==> config.mk <==
export PLATFORM = sky130hd
export DESIGN_NAME = radix_digit_extractor
export DESIGN_NICKNAME = d
export VERILOG_FILES = /design/src/rtl/radix_digit_extractor_pkg.sv /design/src/rtl/radix_digit_extractor.sv
export SDC_FILE = /design/constraint.sdc
export NUM_CORES = 1
export LEC_CHECK = 0
export ABC_AREA = 1
export ABC_CLOCK_PERIOD_IN_PS = 2900
export CAP_MARGIN = 40
export CELL_PAD_IN_SITES_DETAIL_PLACEMENT = 0
export CELL_PAD_IN_SITES_GLOBAL_PLACEMENT = 1
export CORE_ASPECT_RATIO = 1.4
export CORE_MARGIN = 5
export CORE_UTILIZATION = 30
export DETAILED_ROUTE_END_ITERATION = 10
export GPL_TIMING_DRIVEN = 0
export PLACE_DENSITY = 0.9
export SLEW_MARGIN = 30
export SYNTH_ARGS = -nofsm -noshare
export SYNTH_HDL_FRONTEND = slang
export SYNTH_SLANG_ARGS = --single-unit
export TNS_END_PERCENT = 30
==> constraint.sdc <==
create_clock -name clk -period 2.9 [get_ports clk]
set_input_delay 0.435 -clock clk [delete_from_list [all_inputs] [get_ports clk]]
set_output_delay 0.435 -clock clk [all_outputs]
set_load 0.05 [all_outputs]
==> src/rtl/radix_digit_extractor_pkg.sv <==
// Shared types and constants for the radix digit extractor.
package radix_digit_extractor_pkg;

    localparam int DATA_W         = 8;
    localparam int DIGIT_W        = 4;
    localparam int DEFAULT_RADIX  = 10;
    localparam int DEFAULT_DIGITS = 3;

    typedef enum logic [1:0] {
        ST_IDLE   = 2'd0,
        ST_DIVIDE = 2'd1,
        ST_DONE   = 2'd2
    } state_e;

endpackage

==> src/rtl/radix_digit_extractor.sv <==
// Converts an 8-bit unsigned value into DIGITS radix-RADIX digits, least
// significant first, by issuing one divide per clock to an external
// combinational divider wired to the div_* ports.
// Optional build macro RADIX_DIGIT_EXTRACTOR_EARLY_EXIT_EN: stop dividing as
// soon as the quotient reaches zero (digit values are unchanged, only the
// latency shortens).
module radix_digit_extractor
    import radix_digit_extractor_pkg::*;
#(
    parameter int RADIX  = DEFAULT_RADIX,
    parameter int DIGITS = DEFAULT_DIGITS
) (
    input  logic                        clk,
    input  logic                        rst,
    input  logic                        in_valid,
    output logic                        in_ready,
    input  logic [DATA_W-1:0]           in_value,
    output logic [DATA_W-1:0]           div_dividend,
    output logic [DATA_W-1:0]           div_divisor,
    input  logic [DATA_W-1:0]           div_quotient,
    input  logic [DATA_W-1:0]           div_remainder,
    input  logic                        div_by_zero,
    output logic                        out_valid,
    input  logic                        out_ready,
    output logic [DIGIT_W*DIGITS-1:0]   digits,
    output logic                        overflow,
    output logic                        error
);

    localparam int CNT_W = (DIGITS > 1) ? $clog2(DIGITS) : 1;
    localparam logic [CNT_W-1:0] LAST_CNT = CNT_W'(DIGITS - 1);

    state_e                       state_q, state_d;
    logic [DATA_W-1:0]            work_q, work_d;
    logic [CNT_W-1:0]             count_q, count_d;
    logic [DIGIT_W*DIGITS-1:0]    digits_q, digits_d;
    logic                         overflow_q, overflow_d;
    logic                         error_q, error_d;

    // Remainder is always below RADIX (at most 16), so its upper bits carry nothing.
    logic unused_rem_hi;
    assign unused_rem_hi = ^div_remainder[DATA_W-1:DIGIT_W];

    // Handshake flags and divider operands follow the registered state directly.
    assign in_ready     = (state_q == ST_IDLE);
    assign out_valid    = (state_q == ST_DONE);
    assign div_dividend = work_q;
    assign div_divisor  = DATA_W'(RADIX);
    assign digits       = digits_q;
    assign overflow     = overflow_q;
    assign error        = error_q;

    // Next-state logic: accept, one divide step per cycle, hold result until taken.
    always_comb begin
        // NOTE: every _d gets a hold default first, so no path leaves one unassigned and no latch is inferred.
        state_d    = state_q;
        work_d     = work_q;
        count_d    = count_q;
        digits_d   = digits_q;
        overflow_d = overflow_q;
        error_d    = error_q;

        // NOTE: combinational logic uses blocking '=' so later lines see earlier updates; flops use '<='.
        unique case (state_q)
            ST_IDLE: begin
                if (in_valid) begin
                    work_d     = in_value;
                    count_d    = '0;
                    digits_d   = '0;
                    overflow_d = 1'b0;
                    error_d    = 1'b0;
                    state_d    = ST_DIVIDE;
                end
            end

            ST_DIVIDE: begin
                if (div_by_zero) begin
                    error_d    = 1'b1;
                    digits_d   = '0;
                    overflow_d = 1'b0;
                    state_d    = ST_DONE;
                end else begin
                    for (int i = 0; i < DIGITS; i++) begin
                        if (count_q == CNT_W'(i)) begin
                            digits_d[i*DIGIT_W +: DIGIT_W] = div_remainder[DIGIT_W-1:0];
                        end
                    end
                    work_d = div_quotient;
                    if (count_q == LAST_CNT) begin
                        // Counter parks on the last index rather than wrapping.
                        overflow_d = (div_quotient != '0);
                        state_d    = ST_DONE;
                    end else begin
                        count_d = count_q + 1'b1;
`ifdef RADIX_DIGIT_EXTRACTOR_EARLY_EXIT_EN
                        // Nothing left to divide: remaining digits are already zero.
                        if (div_quotient == '0) begin
                            state_d = ST_DONE;
                        end
`endif
                    end
                end
            end

            ST_DONE: begin
                if (out_ready) begin
                    state_d = ST_IDLE;
                end
            end

            default: state_d = ST_IDLE;
        endcase
    end

    // State register with synchronous reset that discards any conversion in flight.
    always_ff @(posedge clk) begin
        // NOTE: the digit file is a handful of flops, so it is reset with everything else.
        if (rst) begin
            state_q    <= ST_IDLE;
            work_q     <= '0;
            count_q    <= '0;
            digits_q   <= '0;
            overflow_q <= 1'b0;
            error_q    <= 1'b0;
        end else begin
            state_q    <= state_d;
            work_q     <= work_d;
            count_q    <= count_d;
            digits_q   <= digits_d;
            overflow_q <= overflow_d;
            error_q    <= error_d;
        end
    end

endmodule

==> results.json <==
{
  "postRouteAntennaNets": 0,
  "grt_max_degree": 16,
  "setup_tns_ns": 0,
  "netlist.area_leader.share": 0.3866,
  "placedInstanceArea_um2": 1924,
  "setup_viol": 0,
  "critPathMaxFanout": 3,
  "start_kind": "register",
  "start_util": 0.3150,
  "yosysSeqAreaShare": 0.3866,
  "tritoncts": "done",
  "finalWirelength_um": 3289,
  "end_kind": "output port",
  "wl_per_cell_um": 10.44,
  "cts_made_buffers": 3,
  "worstSetupEndpoint": "out_valid",
  "grt_pass1_vias": 1217,
  "fp-row-count": 28,
  "place.gp.congestion": 0.8026,
  "netlist_instances": 197,
  "nets": 288,
  "fin_skew_ns": 0.006587,
  "hpwlAfterDp_um": 2568,
  "finalHoldViolations": 0,
  "overflow": 0,
  "yosysTopAreaCell": "dfxtp_1",
  "p_per_area_nw_per_um2": 594.8,
  "path_clk_slew_ns": 0.09,
  "grt_setup_unrepaired": "false",
  "antennaDiodeCount": 0,
  "slew_headroom": 0.6552,
  "r2r_slack_ns": 1.63,
  "path_class": "register to output port",
  "leakagePower_nw": 0.9026,
  "ys_ff_latch": 26,
  "die_height_um": 89.26,
  "required_ns": 2.47,
  "fmax_mhz": 449.2,
  "clk_latency_ns": 0.28,
  "antenna_found_initial": 0,
  "avgSynthCellArea_um2": 6.834,
  "max-cap-violations": 0,
  "first_iter_violations": 52,
  "grt_first_pass_wirelength_um": 5375,
  "dr.pass1.iters": 4,
  "cts_root_buffer": "clkbuf_8",
  "rr_worst_depth": 8,
  "hold_path_class": "register to register",
  "rr_endpoint": "digits[11]",
  "area_delta_synth_final_pct": 48.23,
  "vias_per_cell": 4.149,
  "clock-sinks": 26,
  "yosysWarnings": 0,
  "drc": 0,
  "maxSlewViolCount": 0,
  "ir_worst_vdd_uv": 202.8,
  "die-area_um2": 5946,
  "worst_slew_pin_slew_ns": 0.5155,
  "cts_buffer_depth": 2,
  "cts_hold_buf": 0,
  "crit_start": "state_q[1]",
  "status": "finished clean",
  "regToRegStartpoint": "count_q[0]",
  "ys_top_cells_by_area": "dfxtp_1, nor2_1, nand2_1, buf_4, nand3_1",
  "grt_usage": 0.1205,
  "cts_max_level": 1,
  "fin_crit_sh": 0.7677,
  "synth.distinct_cells": 23,
  "post-route-cell-area_um2": 1996,
  "die_w_um": 66.62,
  "final_cell_mix": "nor2_1, nand2_1, clkdlybuf4s50_1",
  "critPathArrivalTime_ns": 1.79,
  "layout_min_cycle_time_ns": 2.226,
  "vias": 1307,
  "port_buffers": 48,
  "final_common_cell": "nor2_1",
  "synth.cell_area_um2": 1346,
  "ios": 61,
  "drive_gt1_frac": 0.1098,
  "cts_setup_buffers": 0,
  "finalPower_mw": 1.187,
  "core_area_um2": 4274,
  "cts_resized": 0
}
[worst min-delay path by stage]
stage / cells after the start / from / slack (ns) / endpoint
global route: 2 / digits[5] / 0.51 / digits[5]
CTS: 2 / digits[1] / 0.49 / digits[1]
detailed placement: 2 / digits[5] / 0.47 / digits[5]
finish: 2 / digits[5] / 0.49 / digits[5]
floorplan: 1 / rst / 0.50 / error
global placement: 2 / digits[1] / 0.46 / digits[1]
[logic make-up (layout without fill, tap and decap cells)]
kind of cell | Yosys count | in the layout | share of synthesized area
and+or+nand+nor | 123 | 123 | 0.3987
DFF | 26 | 26 | 0.3866
buffers and inverters | 24 | 76 | 0.1078
AOI/OAI and AO/OA | 19 | 19 | 0.07342
adders and majority gates | 3 | 3 | 0.02788
other | 2 | 8 | 0.005578
[stage by stage]
step / std cells / hold WS (ns) / worst slack (ns) / utilization
floorplan: 203 / 0.5041 / 1.132 / -
global placement: 311 / 0.4625 / 0.9916 / 0.4502
detailed placement: 311 / 0.4714 / 0.9752 / 0.4502
CTS: 315 / 0.4899 / 0.6633 / 0.4669
global route: 315 / 0.5147 / 0.6057 / 0.4669
finish: 315 / 0.4853 / 0.6737 / 0.4669
[critical path: stages (launching register included)]
cell and delay, ns:
dfxtp_1 0.47, inv_2 0.08, nor2_1 0.15, clkdlybuf4s50_1 0.82
[synthesized netlist by cell type (all sizes together)]
| library cell | n |
|---|---|
| a21oi | 5 |
| clkbuf | 1 |
| ha | 3 |
| nor2 | 54 |
| o21ai | 14 |
| buf | 11 |
| conb | 2 |
| nand2 | 54 |
| nand3 | 13 |
| inv | 12 |
| dfxtp | 26 |
| and2 | 2 |
[per-layer routing]
layer / global-route usage / vias to the layer above / share of wire
met3: 0.03019 / 5 / 0.088
met4: 0.04991 / 0 / 0.016
met2: 0.2247 / 47 / 0.50
li1: - / 712 / -
met5: 0 / - / 0
met1: 0.1267 / 543 / 0.39
[report_power, final]
part	internal [mW]	switching (mW)
Combinational	0.162	0.297
Clock	0.185	0.123
Sequential	0.398	0.0215
Total	0.745	0.442
[final cells by class]
| class | instances | area (µm²) |
|---|---|---|
| plain buffers | 12 | 97.59 |
| clock buffers | 3 | 41.29 |
| clock inverters | 1 | 30.03 |
| fillers | 468 | 2278 |
| inverters | 12 | 47.55 |
| multi-input cells | 153 | 703.2 |
| flip-flops and latches | 26 | 520.5 |
| well taps | 60 | 75.07 |
| repair buffers | 48 | 480.5 |
[state kept, by name, summed over array words and instances, names as in the netlist]
name          flops
digits           12
state_q           2
count_q           2
div_dividend      8
error             1
overflow          1
Note: power is estimated with default switching activity, not from simulation.
